==> src/rtl/elm_axis_tx.sv <==
// Serialises a result vector onto an AXI-Stream master, one neuron value per beat,
// optionally followed by a beat carrying the index of the largest (signed) value.
module elm_axis_tx #(
    parameter int DATA_WIDTH    = 16,
    parameter int NUM_WORDS     = 2,
    parameter int APPEND_ARGMAX = 1
) (
    input  logic                            s_axi_aclk,
    input  logic                            reset,
    input  logic [NUM_WORDS*DATA_WIDTH-1:0] in_data,
    input  logic                            in_valid,
    output logic                            in_ready,
    output logic [DATA_WIDTH-1:0]           m_axis_tdata,
    output logic                            m_axis_tvalid,
    input  logic                            m_axis_tready,
    output logic                            m_axis_tlast,
    output logic                            busy,
    output logic [7:0]                      drop_count
);

    localparam int BW = (NUM_WORDS > 1) ? $clog2(NUM_WORDS) : 1;
    localparam logic [BW-1:0] LAST_BEAT = BW'(NUM_WORDS - 1);

    typedef enum logic [1:0] {IDLE, SEND, INDEX} state_t;

    state_t                          state_reg, state_next;
    logic [NUM_WORDS*DATA_WIDTH-1:0] hold_reg, hold_next;
    logic [BW-1:0]                   beat_reg, beat_next;
    logic [DATA_WIDTH-1:0]           max_val_reg, max_val_next;
    logic [BW-1:0]                   max_idx_reg, max_idx_next;
    logic [7:0]                      drop_reg, drop_next;

    logic [DATA_WIDTH-1:0] words [NUM_WORDS];
    logic [DATA_WIDTH-1:0] cur_word;

    generate
        for (genvar gi = 0; gi < NUM_WORDS; gi++) begin : g_words
            assign words[gi] = hold_reg[gi*DATA_WIDTH +: DATA_WIDTH];
        end
    endgenerate

    assign cur_word   = words[beat_reg];
    assign busy       = (state_reg != IDLE);
    assign drop_count = drop_reg;

    always_comb begin
        state_next    = state_reg;
        hold_next     = hold_reg;
        beat_next     = beat_reg;
        max_val_next  = max_val_reg;
        max_idx_next  = max_idx_reg;
        drop_next     = drop_reg;
        in_ready      = 1'b0;
        m_axis_tvalid = 1'b0;
        m_axis_tlast  = 1'b0;
        m_axis_tdata  = '0;

        case (state_reg)
            IDLE: begin
                in_ready = 1'b1;
                if (in_valid) begin
                    hold_next    = in_data;
                    beat_next    = '0;
                    max_val_next = in_data[DATA_WIDTH-1:0];
                    max_idx_next = '0;
                    state_next   = SEND;
                end
            end
            SEND: begin
                m_axis_tvalid = 1'b1;
                m_axis_tdata  = cur_word;
                m_axis_tlast  = (APPEND_ARGMAX == 0) && (beat_reg == LAST_BEAT);
                if (m_axis_tready) begin
                    // Strictly-greater keeps the lowest index on ties.
                    if ((beat_reg != '0) && ($signed(cur_word) > $signed(max_val_reg))) begin
                        max_val_next = cur_word;
                        max_idx_next = beat_reg;
                    end
                    if (beat_reg == LAST_BEAT) begin
                        state_next = (APPEND_ARGMAX != 0) ? INDEX : IDLE;
                    end else begin
                        beat_next = beat_reg + 1'b1;
                    end
                end
            end
            INDEX: begin
                m_axis_tvalid = 1'b1;
                m_axis_tlast  = 1'b1;
                m_axis_tdata  = DATA_WIDTH'(max_idx_reg);
                if (m_axis_tready) begin
                    state_next = IDLE;
                end
            end
            default: state_next = IDLE;
        endcase

        // Vectors offered while a packet is in flight are lost; count them, saturating.
        if (in_valid && (state_reg != IDLE) && (drop_reg != 8'hFF)) begin
            drop_next = drop_reg + 1'b1;
        end
    end

    always_ff @(posedge s_axi_aclk) begin
        if (reset) begin
            state_reg   <= IDLE;
            hold_reg    <= '0;
            beat_reg    <= '0;
            max_val_reg <= '0;
            max_idx_reg <= '0;
            drop_reg    <= '0;
        end else begin
            state_reg   <= state_next;
            hold_reg    <= hold_next;
            beat_reg    <= beat_next;
            max_val_reg <= max_val_next;
            max_idx_reg <= max_idx_next;
            drop_reg    <= drop_next;
        end
    end

endmodule

==> config.mk <==
export PLATFORM = sky130hd
export DESIGN_NAME = elm_axis_tx
export DESIGN_NICKNAME = d
export VERILOG_FILES = /design/src/rtl/elm_axis_tx.sv
export SDC_FILE = /design/constraint.sdc
export NUM_CORES = 1
export LEC_CHECK = 0
export ABC_AREA = 1
export CORE_UTILIZATION = 52
export DETAILED_ROUTE_END_ITERATION = 7
export PLACE_DENSITY_LB_ADDON = 0.1
export RECOVER_POWER = 25
export SYNTH_ARGS = -nofsm -noshare
export SYNTH_HDL_FRONTEND = slang
export SYNTH_SLANG_ARGS = --single-unit
==> constraint.sdc <==
create_clock -name s_axi_aclk -period 2.9 [get_ports s_axi_aclk]
set_input_delay 0.58 -clock s_axi_aclk [delete_from_list [all_inputs] [get_ports s_axi_aclk]]
set_output_delay 0.58 -clock s_axi_aclk [all_outputs]
set_load 0.02 [all_outputs]
==> results of run 1 <==
routing by layer:
layer  up-vias  share of wire  global-route usage
met3        21          0.058              0.0489
met1      1459           0.47               0.349
met5         -              0                   0
met2       112           0.45               0.431
li1       1677              -                   -
met4         0          0.023               0.116
Yosys cell counts (all sizes together):
cell    count
a211oi      1
a21boi      5
a21o        1
a21oi      37
a221oi      1
buf         8
clkbuf     15
clkinv      1
dfxtp      60
ha         20
inv        53
mux2i       1
nand2     119
nand3      17
nand3b      1
nand4       2
nor2       90
nor3        1
nor4        1
o21a        1
o21ai      52
or2         2
xnor2       1
per-stage QoR:
step                      hold WS (ps)  utilization
after floorplan                    428            -
after global placement             449        0.655
after detailed placement           461        0.655
after CTS                          479        0.691
after global routing               505        0.691
final                              478        0.691
worst register-to-register path, delay by kind of cell, from the launching register on:
| family | cells | cell delay [ps] |
|---|---|---|
| AND/OR/NAND/NOR | 10 | 840 |
| buffers and inverters | 2 | 650 |
| AO/OA/AOI/OAI | 2 | 320 |
| flip-flops | 1 | 310 |
| adder cells (fa/ha/maj) | 1 | 260 |
cells in the final DEF, fill, tap and decap left out, drive strengths merged, types with 2 or more instances in the layout:
master / count
a21oi: 37
nand3: 17
bufinv: 2
nor2: 90
nand4: 2
clkbuf: 10
dlygate4sd3: 4
clkinv: 6
inv: 52
nand2: 119
ha: 20
dfxtp: 60
clkdlybuf4s50: 59
a21boi: 5
buf: 7
o21ai: 52
or2: 2
power by group through the flow:
stage / sequential (uW) / combinational [uW] / clock (uW)
floorplan: 1040 / 808 / 0
finish: 1030 / 1120 / 818
CTS: 1030 / 1110 / 829
global route: 1050 / 1270 / 860
global placement: 1050 / 1080 / 0
detailed placement: 1050 / 1100 / 0
cell families (layout without fill, tap and decap cells):
logic type / Yosys count / in the layout / share of synthesized area
AOI/OAI and AO/OA: 98 / 98 / 0.161
xor gates and xnor gates: 1 / 1 / 0.00272
adders and majority gates: 20 / 20 / 0.0777
buffers and inverters: 77 / 141 / 0.0952
DFF: 60 / 60 / 0.373
muxes: 1 / 1 / 0.00311
and+or+nand+nor: 233 / 233 / 0.287
area by class of cell:
class	instances	area, um2
timing repair buffer	71	688
inverter	54	203
multi-input combinational	353	1710
clock buffer	9	124
sequential	60	1200
fill	555	1840
tap	75	93.8
clock inverter	7	91.3
worst max path at each step:
stage,from,endpoint,slack (ps),cells after the start
floorplan,beat_reg,max_val_reg[10],700,15
global placement,beat_reg,max_val_reg[10],510,15
detailed placement,beat_reg,max_val_reg[4],420,15
CTS,state_reg[0],m_axis_tdata[10],160,5
global route,state_reg[0],m_axis_tdata[8],30,5
finish,state_reg[0],m_axis_tdata[10],150,5
==> summary.txt, run 1 <==
Setup path
  • WP data required: 2320 ps
  • Reg-to-reg setup timing slack: 430 ps
  • Top delay family on crit path: buffers and inverters
  • CP Cell Sequence: inv_1 > ha_1 > inv_1 > nor2_1 > clkdlybuf4s50_1
  • Critical Path Max Stage Delay: 570 ps
  • Slowest cell on crit path: clkdlybuf4s50_1
  • Kind of critical path: flip-flop to output pin
  • Worst path bufs/invs: 3
  • CP Capture Type: output pin
  • Maximum fanout along the worst path: 16
  • Worst reg2reg path depth: 15
  • Critical R2R Launch: beat_reg
  • RR Endpoint: max_val_reg[2]
  • CP dominant cell by count: inv_1
  • Worst setup SP type: flip-flop
  • Crit path DAT: 2170 ps

Placement
  • Pre-CTS WS: ~420 ps
  • Dpl cells: 613
  • Port bufs: between 60 and 70
  • Placer congestion estimate: between 0.8 and 0.9
  • Post-DP Area: slightly below 4000 um2
  • HPWL after detailed placement: 6010 um

Timing
  • RSZ-0062 raised after global routing: no
  • Final Slew Violations: 0
  • F_max: 363 MHz
  • Worst slew margin: 0.432
  • Fin. Hold Viols: 0
  • Setup TNS: 0 ps
  • Least-Margin Pin Slew: ~850 ps
  • Crit path time final: roughly 2800 ps
  • # setup viols final: 0
  • Worst setup margin: 145 ps
  • Fin crit share: 0.950
  • Skew final: 9.43 ps

Global routing
  • Gr ovfl total: 0
  • Vias in the first global route: 2,937
  • Global-route usage over all layers: 0.268
  • Largest net degree at the start of global routing: 46
  • First-pass GRT wire length: 13,100 um
  • Initial antenna violation count: 0

Cells and area
  • Final instance area: 4110 um2
  • Fin cells: around 630
  • Antenna diodes: 0
  • Final #Nets: slightly above 600
  • Layout cells sized above 1: 0.0542
  • Max FFs per register: 32
  • Area grow syn2layout: 27.7%

Synth
  • Post-Syn Area: 3220 um2
  • Area leader, netlist: dfxtp_1
  • Seq cells post-synth: 60
  • Mean Syn Cell Area: 6.57 um2
  • Synthesized instance count: 490
  • Seq/Total Area, Yosys: 0.373
  • Yosys warning total: 0
  • Dominant cells by area after synthesis: dfxtp_1 37%, nand2_1 14%, nor2_1 10%
  • Synth top area share: 0.373
  • Mapped Nets: approximately 550
  • Post-synthesis cell type count: 32

Detailed routing
  • Vias per inst: 5.20
  • Routed vias: 3,269
  • Initial drt markers: 243
  • Post-DRT Antenna Nets: 0
  • Initial DRT Pass Iterations: 5
  • Routed wire per std cell: around 13 um
  • DRC errors left: 0
  • Total Wirelength: 8120 um

CTS
  • CTS Root Cell: clkbuf_8
  • Clock buffer count from CTS: 9
  • Clk buf depth: 2
  • Hold buffers post-CTS: 0
  • CTS tree: done
  • Clock Latency Late Sink: between 300 and 400 ps
  • Post-CTS Setup Bufs: 0
  • TritonCTS Sinks: 60
  • Cts repair resizes: 0
  • Worst-path clk slew: 70 ps
  • CTS H-tree depth: 3

Die
  • Core area: 5960 um2
  • Die height: just over 80 um
  • Initial Util: 0.541
  • Die extent in x: between 80 and 90 um
  • Die area: 6510 um2
  • I/O pin count: 64
  • Row count: 28

Pwr
  • Net switching power: between 1000 and 1500 uW
  • Peak supply drop: 0.416 mV
  • Leakage power: roughly 0.0019 uW
  • P per Cell Area: about 720 nW/um2
  • Overall power: 2970 uW
  • Switching Share: 0.371
  • Reg power frac: 0.348
  • Comb pwr share: 0.376
  • Clock share of power: 0.276
  • Internal: 1870 uW

Outcome
  • Outcome: complete, no violations

Hold path
  • Hold EP: max_idx_reg
  • Worst Hold Class: flip-flop to flip-flop
  • Hold Path Stages: 2
  • Hold path startpoint: max_idx_reg

Flow run
  • Max cap viols: 0
No activity file was read; power rests on OpenSTA's default activity.
==> run 2: changes to the inputs <==
--- a/config.mk
+++ b/config.mk
@@ -10,6 +10,7 @@
 export DETAILED_ROUTE_END_ITERATION = 7
 export PLACE_DENSITY_LB_ADDON = 0.1
 export RECOVER_POWER = 25
+export REMOVE_ABC_BUFFERS = 1
 export SYNTH_ARGS = -nofsm -noshare
 export SYNTH_HDL_FRONTEND = slang
 export SYNTH_SLANG_ARGS = --single-unit
==> summary.txt, run 2 (synthesis gave the netlist of run 1 again) <==
Die
  • Core area: roughly 6000 um2
  • I/O pin count: 64
  • Row count: 28
  • Die extent in x: between 80 and 90 um
  • Initial Util: 0.541
  • Die area: 6510 um2
  • Die height: around 81 um

Cells and area
  • Area grow syn2layout: 26.6%
  • Antenna diodes: 0
  • Commonest non-fill, non-tap cell in the layout: nand2_1
  • Fin cells: 629
  • Final instance area: 4080 um2
  • Layout cells sized above 1: 0.0523
  • Final #Nets: between 600 and 700
  • Most frequent cells in the layout: 118 x nand2_1, 90 x nor2_1, 61 x clkdlybuf4s50_1
  • Max FFs per register: 32
  • Final Util: 0.685

Pwr
  • Leakage power: 0.00188 uW
  • Switching Share: 0.381
  • Peak supply drop: ~0.43 mV
  • Reg power frac: 0.366
  • Net switching power: ~1100 uW
  • Internal: 1740 uW
  • Comb pwr share: 0.397
  • P per Cell Area: 690 nW/um2
  • Clock share of power: 0.237

CTS
  • Clk buf depth: 2
  • CTS tree: done
  • CTS H-tree depth: 3
  • TritonCTS Sinks: 60
  • Worst-path clk slew: 70 ps
  • Clock Latency Late Sink: 340 ps
  • CTS Root Cell: clkbuf_8
  • Clock buffer count from CTS: 9

Setup path
  • Slowest cell on crit path: clkdlybuf4s50_1
  • Critical Path Max Stage Delay: a little over 600 ps
  • CP Cell Sequence: inv_1 > ha_1 > inv_1 > buf_4 > nor2_1 > clkdlybuf4s50_1
  • Maximum fanout along the worst path: 9
  • Kind of critical path: flip-flop to output pin
  • Worst path bufs/invs: 4
  • RR Endpoint: max_val_reg[13]
  • Worst setup SP type: flip-flop
  • WP data required: 2320 ps
  • CP Capture Type: output pin
  • Worst reg2reg path depth: 13
  • Top delay family on crit path: buffers and inverters
  • CP dominant cell by count: inv_1
  • Crit. path cell count: 6
  • Crit path DAT: between 2000 and 2500 ps
  • Critical R2R Launch: beat_reg
  • Reg-to-reg setup timing slack: approximately 400 ps

Placement
  • Port bufs: 63
  • Placer congestion estimate: just over 0.8
  • Post-DP Area: 3910 um2
  • HPWL after detailed placement: 5370 um
  • Dpl cells: 614

Global routing
  • Vias in the first global route: 2,906
  • Global-route usage over all layers: 0.251
  • First-pass GRT wire length: 12,600 um
  • Initial antenna violation count: 0
  • Largest net degree at the start of global routing: 46
  • Gr ovfl total: 0

Timing
  • Skew final: 5.30 ps
  • Fin crit share: 0.951
  • F_max: 363 MHz
  • Final Slew Violations: 0
  • RSZ-0062 raised after global routing: no
  • Crit path time final: around 2800 ps
  • Fin. Hold Viols: 0
  • Least-Margin Pin Slew: 860 ps
  • Worst slew margin: 0.427
  • Setup TNS: 0 ps
  • # setup viols final: 0
  • Minimum hold slack: 464 ps

Flow run
  • Max cap viols: 0

Outcome
  • Outcome: complete, no violations

Detailed routing
  • Total Wirelength: about 7700 um
  • Initial drt markers: between 150 and 200
  • DRC errors left: 0
  • Routed wire per std cell: 12.2 um
  • Routed vias: roughly 3,200
  • Post-DRT Antenna Nets: 0
  • Vias per inst: 5.05
  • Initial DRT Pass Iterations: 5

Hold path
  • Hold path startpoint: drop_count[4]
  • Worst Hold Class: flip-flop to flip-flop
  • Hold Path Stages: 2
  • Hold EP: drop_count[4]
## run 2: final cells by class
cell class | instances | area (um2)
fill | 562 | 1880
multi-input combinational | 353 | 1710
sequential | 60 | 1200
timing repair buffer | 72 | 698
inverter | 54 | 203
clock buffer | 13 | 159
tap | 75 | 93.8
clock inverter | 2 | 10.0
## run 2: worst max path at each step
stage	end	slack, ps	start
6_report	m_axis_tdata[10]	140	state_reg[0]
5_1_grt	m_axis_tdata[13]	30	beat_reg
3_5_place_dp	max_val_reg[13]	430	beat_reg
2_1_floorplan	max_val_reg[11]	250	beat_reg
3_3_place_gp	m_axis_tdata[10]	510	state_reg[0]
4_1_cts	m_axis_tdata[0]	120	beat_reg
## run 2: power by group through the flow
stage | clock [uW] | combinational (uW) | sequential (uW)
global route | 724 | 1270 | 1050
CTS | 680 | 1120 | 1030
floorplan | 0 | 757 | 1050
global placement | 0 | 1090 | 1040
detailed placement | 0 | 1110 | 1050
finish | 667 | 1120 | 1030
## run 2: tightest hold or removal path, stage by stage (launching register included)
cell	delay [ps]
dfxtp_1	320
inv_1	50
a21oi_1	50
## run 2: what timing repair did
action | 4_1_cts | 5_1_grt
resized for setup | 0 | 1
endpoints found under the setup margin | 0 | 1
hold buffers | 0 | 0
buffers inserted | 0 | 0
## run 2: per-stage QoR
| step | power [uW] | setup WS, ps |
|---|---|---|
| 2_1_floorplan | 1800 | 249 |
| 3_3_place_gp | 2130 | 509 |
| 3_5_place_dp | 2160 | 426 |
| 4_1_cts | 2830 | 116 |
| 5_1_grt | 3040 | 25.1 |
| 6_report | 2820 | 142 |
## run 2: layer usage
layer,GRT usage,wire length (um),part of all wire
met2,0.432,3580,0.46
met5,0,0,0
met3,0.0443,371,0.048
met4,0.0946,113,0.015
met1,0.311,3640,0.47
